### src/rtl/pwl_host_cmd_master.sv
// pwl_host_cmd_master: turns a valid/ready register-access request stream into
// the pwl_synth cycle-level command sequence (SET_ADDR, then WRITE or READ),
// captures read data and returns it on a valid/ready response channel.
module pwl_host_cmd_master #(
   parameter int TIMEOUT    = 64,
   parameter int ADDR_CACHE = 1
) (
   input  logic        clk,
   input  logic        rst,
   input  logic        req_valid,
   output logic        req_ready,
   input  logic        req_write,
   input  logic [12:0] req_addr,
   input  logic [12:0] req_wdata,
   output logic        resp_valid,
   input  logic        resp_ready,
   output logic [12:0] resp_data,
   output logic        resp_err,
   output logic [2:0]  cmd_out,
   output logic [12:0] wdata_out,
   input  logic [12:0] data_in,
   input  logic        data_ready_in
);

   localparam int CW = $clog2(TIMEOUT);
   localparam logic [CW-1:0] CNT_MAX = CW'(TIMEOUT - 1);

   localparam logic [2:0] CMD_NOP      = 3'd0;
   localparam logic [2:0] CMD_SET_ADDR = 3'd1;
   localparam logic [2:0] CMD_WRITE    = 3'd2;
   localparam logic [2:0] CMD_READ     = 3'd3;

   typedef enum logic [1:0] {
      ST_IDLE,
      ST_ADDR,
      ST_WAIT_RD,
      ST_RESP
   } state_t;

   state_t        state_q, state_d;
   logic [2:0]    cmd_q, cmd_d;
   logic [12:0]   wdata_q, wdata_d;
   logic          op_wr_q, op_wr_d;
   logic [12:0]   op_data_q, op_data_d;
   logic [12:0]   cache_addr_q, cache_addr_d;
   logic          cache_vld_q, cache_vld_d;
   logic [CW-1:0] cnt_q, cnt_d;
   logic          resp_vld_q, resp_vld_d;
   logic [12:0]   resp_data_q, resp_data_d;
   logic          resp_err_q, resp_err_d;
   logic          hit;

   assign req_ready  = (state_q == ST_IDLE);
   assign cmd_out    = cmd_q;
   assign wdata_out  = wdata_q;
   assign resp_valid = resp_vld_q;
   assign resp_data  = resp_data_q;
   assign resp_err   = resp_err_q;

   // A hit lets the data command go out directly without a SET_ADDR cycle
   assign hit = (ADDR_CACHE != 0) && cache_vld_q && (cache_addr_q == req_addr);

   // Next-state, command issue, read capture and timeout decisions
   always_comb begin
      state_d      = state_q;
      cmd_d        = CMD_NOP;
      wdata_d      = wdata_q;
      op_wr_d      = op_wr_q;
      op_data_d    = op_data_q;
      cache_addr_d = cache_addr_q;
      cache_vld_d  = cache_vld_q;
      cnt_d        = cnt_q;
      resp_vld_d   = resp_vld_q;
      resp_data_d  = resp_data_q;
      resp_err_d   = resp_err_q;
      unique case (state_q)
         ST_IDLE: begin
            if (req_valid) begin
               if (hit) begin
                  if (req_write) begin
                     cmd_d   = CMD_WRITE;
                     wdata_d = req_wdata;
                  end else begin
                     cmd_d   = CMD_READ;
                     cnt_d   = '0;
                     state_d = ST_WAIT_RD;
                  end
               end else begin
                  cmd_d        = CMD_SET_ADDR;
                  wdata_d      = req_addr;
                  op_wr_d      = req_write;
                  op_data_d    = req_wdata;
                  cache_addr_d = req_addr;
                  cache_vld_d  = 1'b1;
                  state_d      = ST_ADDR;
               end
            end
         end
         ST_ADDR: begin
            if (op_wr_q) begin
               cmd_d   = CMD_WRITE;
               wdata_d = op_data_q;
               state_d = ST_IDLE;
            end else begin
               cmd_d   = CMD_READ;
               cnt_d   = '0;
               state_d = ST_WAIT_RD;
            end
         end
         ST_WAIT_RD: begin
            // Real data beats the timeout when both land in the same cycle
            if (data_ready_in) begin
               resp_data_d = data_in;
               resp_err_d  = 1'b0;
               resp_vld_d  = 1'b1;
               state_d     = ST_RESP;
            end else if (cnt_q == CNT_MAX) begin
               resp_data_d = '0;
               resp_err_d  = 1'b1;
               resp_vld_d  = 1'b1;
               cache_vld_d = 1'b0;
               state_d     = ST_RESP;
            end else begin
               cnt_d = cnt_q + CW'(1);
            end
         end
         ST_RESP: begin
            if (resp_ready) begin
               resp_vld_d = 1'b0;
               cnt_d      = '0;
               state_d    = ST_IDLE;
            end
         end
         default: state_d = ST_IDLE;
      endcase
   end

   // State register; reset abandons any in-flight sequence and clears the cache
   always_ff @(posedge clk or posedge rst) begin
      if (rst) begin
         state_q      <= ST_IDLE;
         cmd_q        <= CMD_NOP;
         wdata_q      <= '0;
         op_wr_q      <= 1'b0;
         op_data_q    <= '0;
         cache_addr_q <= '0;
         cache_vld_q  <= 1'b0;
         cnt_q        <= '0;
         resp_vld_q   <= 1'b0;
         resp_data_q  <= '0;
         resp_err_q   <= 1'b0;
      end else begin
         state_q      <= state_d;
         cmd_q        <= cmd_d;
         wdata_q      <= wdata_d;
         op_wr_q      <= op_wr_d;
         op_data_q    <= op_data_d;
         cache_addr_q <= cache_addr_d;
         cache_vld_q  <= cache_vld_d;
         cnt_q        <= cnt_d;
         resp_vld_q   <= resp_vld_d;
         resp_data_q  <= resp_data_d;
         resp_err_q   <= resp_err_d;
      end
   end

endmodule
### config.mk
export PLATFORM = sky130hd
export DESIGN_NAME = pwl_host_cmd_master
export DESIGN_NICKNAME = d
export VERILOG_FILES = /design/src/rtl/pwl_host_cmd_master.sv
export SDC_FILE = /design/constraint.sdc
export NUM_CORES = 1
export LEC_CHECK = 0
export BUFFER_PORTS_ARGS = -buffer_cell sky130_fd_sc_hd__buf_2
export CAP_MARGIN = 15
export CORE_MARGIN = 5
export CORE_UTILIZATION = 48
export DETAILED_ROUTE_END_ITERATION = 8
export GPL_TIMING_DRIVEN = 0
export HOLD_SLACK_MARGIN = 0.02
export PLACE_DENSITY = 0.86
export SYNTH_ARGS = -nofsm -noshare
export SYNTH_HDL_FRONTEND = slang
export SYNTH_SLANG_ARGS = --single-unit
export TNS_END_PERCENT = 1
### constraint.sdc
create_clock -name clk -period 1.85 [get_ports clk]
set_input_delay 0.0925 -clock clk [delete_from_list [all_inputs] [get_ports clk]]
set_output_delay 0.0925 -clock clk [all_outputs]
set_load 0.02 [all_outputs]
==> metrics.csv, run 1 <==
stage,metric,value,unit
run_status,status,"finished, violations left",
run_status,failing checks,negative setup slack,
timing,Hold Worst Slack,31.5,ps
global_route,GRT Max-Usage Layer,met2,
timing,RSZ-0062 raised after global routing,true,
timing,final count of hold timing violations,0,
timing,fin crit share,107,%
timing,final setup margin,-136,ps
drt,post-DR wirelength/cell,19.1,um
drt,post-route ant nets,0,
cells_and_area,Final Non-Filler Cells,480,
timing,min cycle time layout,1990,ps
synth,ys async rst share,100,%
global_route,met2 usage in global routing,38.6,%
clock_tree,H-Tree Depth,3,
global_route,All-Layer GR Usage,22.8,%
floorplan,chip width,91.1,um
timing,Final Skew,11.1,ps
drt,initial DRC count,239,
global_route,met3 Use GR,5.45,%
synth,XOR/XNOR Fraction of Synth Area,2.77,%
cells_and_area,NumNets Final,444,
clock_tree,# clock sinks,66,
synth,number of enable flip-flop cells after synthesis,0,
timing,Slew headroom,49.1,%
timing,Pins Over Slew Limit,0,
global_route,met1 GRT Util,27.2,%
clock_tree,Inserted Clock Buffers,9,
cells_and_area,share of layout cells above drive strength 1,40.0,%
synth,Compound-Gate Fraction of Synth Area,14.1,%
worst_setup_path,crit path kind,flop to flop,
synth,Synth Instances,264,
synth,post-synthesis mux area share,15.0,%
placement,port buffer count,75,
synth,mean post-synth cell area,12.0,um2
worst_setup_path,CP Capture Type,flop,
synth,simple-gate share of the synthesized area,11.6,%
min_path,HP Class,input port to flop,
cells_and_area,"most common cell after layout, fill and taps aside",buf_2,
synth,area of the mapped netlist,3160,um2
worst_setup_path,crit start category,flop,
timing,top achievable clock speed,504,MHz
global_route,vias in the first global route,3017,
floorplan,Die H,91.1,um
cells_and_area,"commonest cells after routing, fill and taps aside","buf_2, dfrtp_1, dlygate4sd3_1",
placement,post-detail-place hpwl,5380,um
placement,dpl ws,-384,ps
clock_tree,CTS tree,yes,
worst_setup_path,CP Max Fanout,10,
floorplan,Starting Density,49.5,%
floorplan,Die Area,8300,um2
power_and_ir_drop,power per cell area,1590,nW/um2
synth,main combinational cell family by area after synthesis,multiplexers,
synth,Syn. warnings,0,
floorplan,row count,29,
worst_setup_path,WP data arrival,2220,ps
power_and_ir_drop,worst vdd ir,1040,uV
cells_and_area,Antenna diodes,0,
synth,sequential fraction of the synthesis area,52.3,%
global_route,grt total ovfl,0,
synth,Adder-Cell Fraction of Synth Area,0.396,%
floorplan,total core area,6390,um2
clock_tree,"Reg clk slew, reported paths",70,ps
drt,DRC violations left,0,
power_and_ir_drop,leakage,2.19,nW
power_and_ir_drop,Power Total,7.09,mW
floorplan,# IOs,77,
cells_and_area,area of the multi-input gates,1490,um2
timing,worst-margin pin slew,762,ps
global_route,initial antenna violation count,0,
placement,gpl congestion,0.770,
worst_setup_path,Crit path required time,2090,ps
timing,number of setup violations in the final report,52,
run,MaxCap Viol Count,0,
drt,WL final,9160,um
drt,Via density,5.69,
drt,vias,2733,
cells_and_area,Area Overhead vs Synth,40.9,%
clock_tree,Root Buffer Master,clkbuf_8,
global_route,largest net degree at the start of global routing,36,
placement,Placed Instances,417,
synth,Post-Syn Nets,310,
cells_and_area,sequential cell area,1650,um2
cells_and_area,filler cell count,431,
global_route,global-route wire length before repair,15100,um
synth,synth unique cells,41,
clock_tree,worst skew pair latency,350,ps
synth,leading register cell type out of synthesis,dfrtp_1,
timing,setup TNS,-2330,ps
synth,number of synthesized register bits,66,
clock_tree,Max Root-Sink Buffers,2,
drt,DRT Pass-1 Iters,6,
==> stage by stage <==
step / utilization (%) / instance area [um2]
after floorplan: - / 3160
after global placement: 56.8 / 3630
after detailed placement: 57.2 / 3650
after CTS: 69.1 / 4410
after global routing: 69.7 / 4450
final: 69.7 / 4450
==> worst paths after layout <==
path | to | cells past startpoint | start | slack (ps)
worst max-delay path | wdata_out[10]$_DFFE_PP0P_ | 8 | cache_addr_q[4]$_DFFE_PP0P_ | -140
worst min-delay path | cache_addr_q[12]$_DFFE_PP0P_ | 2 | req_addr[12] | 30
worst max register to register | wdata_out[10]$_DFFE_PP0P_ | 8 | cache_addr_q[4]$_DFFE_PP0P_ | -140
worst min register to register | resp_data[4]$_DFFE_PP0P_ | 1 | resp_data[4]$_DFFE_PP0P_ | 510
max in group asynchronous | op_data_q[4]$_DFFE_PP0P_ | 4 | rst | 780
min in group asynchronous | cnt_q[4]$_DFFE_PP0P_ | 3 | rst | 440
==> state kept, by name, indices dropped and copies added, names as in the netlist <==
name,cells
cnt_q,6
cache_vld_q,1
state_q,2
resp_data,13
resp_valid,1
op_data_q,13
resp_err,1
cache_addr_q,13
op_wr_q,1
wdata_out,13
cmd_out,2
==> final cells by class <==
cell class / instances / area share, %
tap: 77 / 2.16
timing repair buffer: 123 / 19.2
multi-input combinational: 176 / 33.6
inverter: 7 / 0.590
clock buffer: 13 / 3.12
clock inverter: 3 / 0.900
buffer: 15 / 3.37
sequential: 66 / 37.1
==> layer usage <==
| layer | routed length [um] | vias to the layer above | part of all wire, % |
|---|---|---|---|
| met4 | 239 | 0 | 2.6 |
| met1 | 3690 | 1348 | 40 |
| met2 | 4650 | 135 | 51 |
| li1 | - | 1220 | - |
| met5 | 0 | - | 0 |
| met3 | 578 | 30 | 6.3 |
==> cell usage after synthesis, types with 2 or more instances <==
cell type   n  area, um2
nand2_1    12       45.0
xor2_1      2       17.5
mux2i_1    14        140
buf_4       2       15.0
xnor2_1     8       70.1
mux2_4      8        120
mux2_2     19        214
o211ai_1   15        113
a21oi_1     6       30.0
nand3_1    15       75.1
inv_1       7       26.3
dfrtp_1    66       1650
a22o_1     17        149
clkbuf_1    8       30.0
nand4_1     2       12.5
buf_2       3       15.0
nor2b_1     2       12.5
nor2_1      6       22.5
and3_1      2       12.5
nand2b_1   18        113
o21ai_0    12       60.1
==> what timing repair did <==
action	in CTS	in global routing
endpoints found under the setup margin	61	61
hold buffers	32	0
setup buffers	14	1
resized for setup	36	10
endpoints found under the hold margin	65	0
pin swaps	16	10
==> kinds of logic (layout without fill, tap and decap cells) <==
family / Yosys count / in the layout
buf+inv: 22 / 161
other cells: 1 / 1
compound gates: 59 / 59
xor+xnor: 10 / 10
fa+ha+maj: 1 / 1
simple gates: 64 / 64
flops: 66 / 66
mux: 41 / 41
==> power by group <==
group | internal, mW | switching, mW
combinational | 1.62 | 1.74
sequential | 2.10 | 0.458
clock | 0.621 | 0.547
==> worst max-delay path: stages (launching register included) <==
cell      delay, ps
dfrtp_1         400
xnor2_1         140
nand4_1         160
nor4_4           70
buf_4           150
a311oi_4        370
nand2_2         170
buf_6           180
o211ai_1        250
Power figures use the tool's default switching activity.
==> run 2, diff against run 1 <==
==> constraint.sdc (replaced) <==
create_clock -name clk -period 1.85 [get_ports clk]
set_input_delay 0.0925 -clock clk [delete_from_list [all_inputs] [get_ports clk]]
set_output_delay 0.0925 -clock clk [all_outputs]
set_load 0.1 [all_outputs]
==> run 2 against run 1 <==
Net effect:
- the flow still finishes with violations (negative setup slack)
- sequential power barely moved
- sequential share of layout area fell by 0.32 points
- first-iteration DRC count down 17%
- critical path depth rose by 1
- sequential cell count unchanged
- power increased by 27%
- core utilization grew 0.67 points
- critical path type unchanged
==> metrics.csv, run 2 (synthesized netlist as in run 1, its figures left out) <==
stage,metric,value,unit,change
global_route,largest net degree at the start of global routing,39,,was 36
clock_tree,"Reg clk slew, reported paths",70,ps,about the same
cells_and_area,Util after Layout,70.4,%,was 69.7%
clock_tree,Max Root-Sink Buffers,2,,unchanged
power_and_ir_drop,worst vdd ir,1470,uV,was 1040 uV
timing,final count of hold timing violations,0,,unchanged
worst_setup_path,crit path kind,flop to flop,,unchanged
floorplan,# IOs,77,,unchanged
timing,setup TNS,-5000,ps,was -2330 ps
worst_setup_path,R2R depth,9,,was 8
placement,post-detail-place hpwl,5280,um,was 5380 um
worst_setup_path,CP Max Fanout,5,,was 10
global_route,grt total ovfl,0,,unchanged
drt,post-DR wirelength/cell,18.3,um,was 19.1 um
floorplan,row count,29,,unchanged
clock_tree,H-Tree Depth,3,,unchanged
clock_tree,Inserted Clock Buffers,9,,unchanged
cells_and_area,share of layout cells above drive strength 1,43.1,%,was 40.0%
drt,vias,2674,,was 2733
timing,Slew headroom,57.7,%,was 49.1%
placement,gpl congestion,0.763,,was 0.770
timing,final setup margin,-153,ps,was -136 ps
timing,number of setup violations in the final report,45,,was 52
drt,post-route ant nets,0,,unchanged
worst_setup_path,"Buf+Inv Stages, Crit Path",3,,was 2
floorplan,Die H,91.1,um,unchanged
timing,Hold Worst Slack,29.2,ps,was 31.5 ps
placement,"Cell Area, Placed",3660,um2,was 3650 um2
power_and_ir_drop,leakage,2.19,nW,about the same
cells_and_area,"most common cell after layout, fill and taps aside",buf_2,,unchanged
clock_tree,worst skew pair latency,340,ps,was 350 ps
worst_setup_path,"Critical Path, Cell by Cell","xnor2_1, nand4_1, nor4_4, buf_4, nand2_4, nand3_4, buf_8, buf_12, mux2_4",,"was xnor2_1, nand4_1, nor4_4, buf_4, a311oi_4, nand2_2, buf_6, o211ai_1"
timing,RSZ-0062 raised after global routing,true,,unchanged
timing,min cycle time layout,2000,ps,was 1990 ps
drt,DRC violations left,0,,unchanged
min_path,HP Class,input port to flop,,unchanged
worst_setup_path,WP data arrival,2230,ps,was 2220 ps
timing,top achievable clock speed,499,MHz,was 504 MHz
global_route,global-route wire length before repair,13800,um,was 15100 um
run,MaxCap Viol Count,0,,unchanged
floorplan,total core area,6390,um2,unchanged
drt,Via density,5.56,,was 5.69
worst_setup_path,max incr delay on CP,390,ps,was 400 ps
clock_tree,Root Buffer Master,clkbuf_8,,unchanged
clock_tree,# clock sinks,66,,unchanged
cells_and_area,Area Overhead vs Synth,42.3,%,was 40.9%
run_status,failing checks,negative setup slack,,unchanged
timing,worst-margin pin slew,633,ps,was 762 ps
floorplan,chip width,91.1,um,unchanged
worst_setup_path,CP Capture Type,flop,,unchanged
power_and_ir_drop,power per cell area,2010,nW/um2,was 1590 nW/um2
global_route,All-Layer GR Usage,20.8,%,was 22.8%
timing,Pins Over Slew Limit,0,,unchanged
clock_tree,CTS tree,yes,,unchanged
placement,port buffer count,75,,unchanged
placement,Placed Instances,417,,unchanged
drt,initial DRC count,198,,was 239
global_route,initial antenna violation count,0,,unchanged
floorplan,Starting Density,49.5,%,unchanged
cells_and_area,design area,4490,um2,was 4450 um2
cells_and_area,Final Non-Filler Cells,481,,was 480
min_path,hold path depth,2,,unchanged
worst_setup_path,Crit path depth,9,,was 8
global_route,vias in the first global route,2832,,was 3017
cells_and_area,NumNets Final,446,,was 444
timing,Final Skew,10.0,ps,was 11.1 ps
timing,fin crit share,108,%,was 107%
drt,WL final,8790,um,was 9160 um
run_status,status,"finished, violations left",,unchanged
drt,DRT Pass-1 Iters,4,,was 6
cells_and_area,Antenna diodes,0,,unchanged
worst_setup_path,Crit path required time,2070,ps,was 2090 ps
worst_setup_path,crit start category,flop,,unchanged
floorplan,Die Area,8300,um2,unchanged
worst_setup_path,"delay-heaviest family, CP",simple AND/OR/NAND/NOR gates,,was compound AO/OA/AOI/OAI gates
worst_setup_path,slowest CP cell,dfrtp_1,,unchanged
cells_and_area,"commonest cells after routing, fill and taps aside","buf_2, dfrtp_1, dlygate4sd3_1, buf_4",,"was buf_2, dfrtp_1, dlygate4sd3_1"
[run 2: cell count changes in the layout (fill, tap and decap cells not counted), sizes merged]
cell	change
clkinv	-1
clkinvlp	+1
dlygate4sd3	-4
clkbuf	-4
buf	+10
bufinv	-1
[run 2: report_power, final]
group          total (mW)  internal, mW  switching, mW
Clock                1.08         0.551          0.526
Combinational        5.39          1.72           3.67
Sequential           2.55          2.10          0.448
[run 2: metal layers]
metal / global-route usage [%] / vias to the layer above / wire length, um
li1: - / 1227 / -
met1: 27.0 / 1314 / 3650
met2: 33.7 / 109 / 4430
met3: 3.31 / 24 / 484
met4: 10.5 / 0 / 233
met5: 0 / - / 0
[run 2: worst reg2reg max path, cell delays in order, from the launching register on]
cell and delay (ps):
dfrtp_1 390, xnor2_1 170, nand4_1 200, nor4_4 220, buf_4 180, nand2_4 70, nand3_4 90, buf_8 150
buf_12 140, mux2_4 300
[run 2: final cells by class]
class                   count  area (um2)
inverters                   7        26.3
multi-input cells         176        1520
flip-flops and latches     66        1650
clock inverters             2        12.5
clock buffers              13         159
plain buffers              15         144
fillers                   419        1890
well taps                  77        96.3
repair buffers            125         886
[run 2: final timing paths]
kind                                              start                     endpoint  slack [ps]
setup / recovery           cache_addr_q[11]$_DFFE_PP0P_  cache_addr_q[5]$_DFFE_PP0P_        -150
hold / removal                              req_addr[3]  cache_addr_q[3]$_DFFE_PP0P_          30
setup reg to reg           cache_addr_q[11]$_DFFE_PP0P_  cache_addr_q[5]$_DFFE_PP0P_        -150
hold reg to reg                resp_data[6]$_DFFE_PP0P_     resp_data[6]$_DFFE_PP0P_         500
max in group asynchronous                           rst       state_q[1]$_DFFE_PP0P_         840
min in group asynchronous                           rst     resp_data[1]$_DFFE_PP0P_         380
[run 2: metrics by stage]
step / worst slack [ps] / total power, mW
final: -153 / 9.01
after global routing: -204 / 9.38
after CTS: -231 / 8.72
after detailed placement: -387 / 7.22
after global placement: -685 / 7.09
after floorplan: -103 / 6.34
[run 2: what timing repair did]
| action | in CTS | in global routing |
|---|---|---|
| buffers inserted | 11 | 9 |
| endpoints found under the hold margin | 54 | 1 |
| gates resized for setup | 39 | 21 |
| gates cloned | 1 | 0 |
| hold buffers | 27 | 1 |
| setup endpoints to repair | 61 | 60 |
| pin swaps | 12 | 12 |
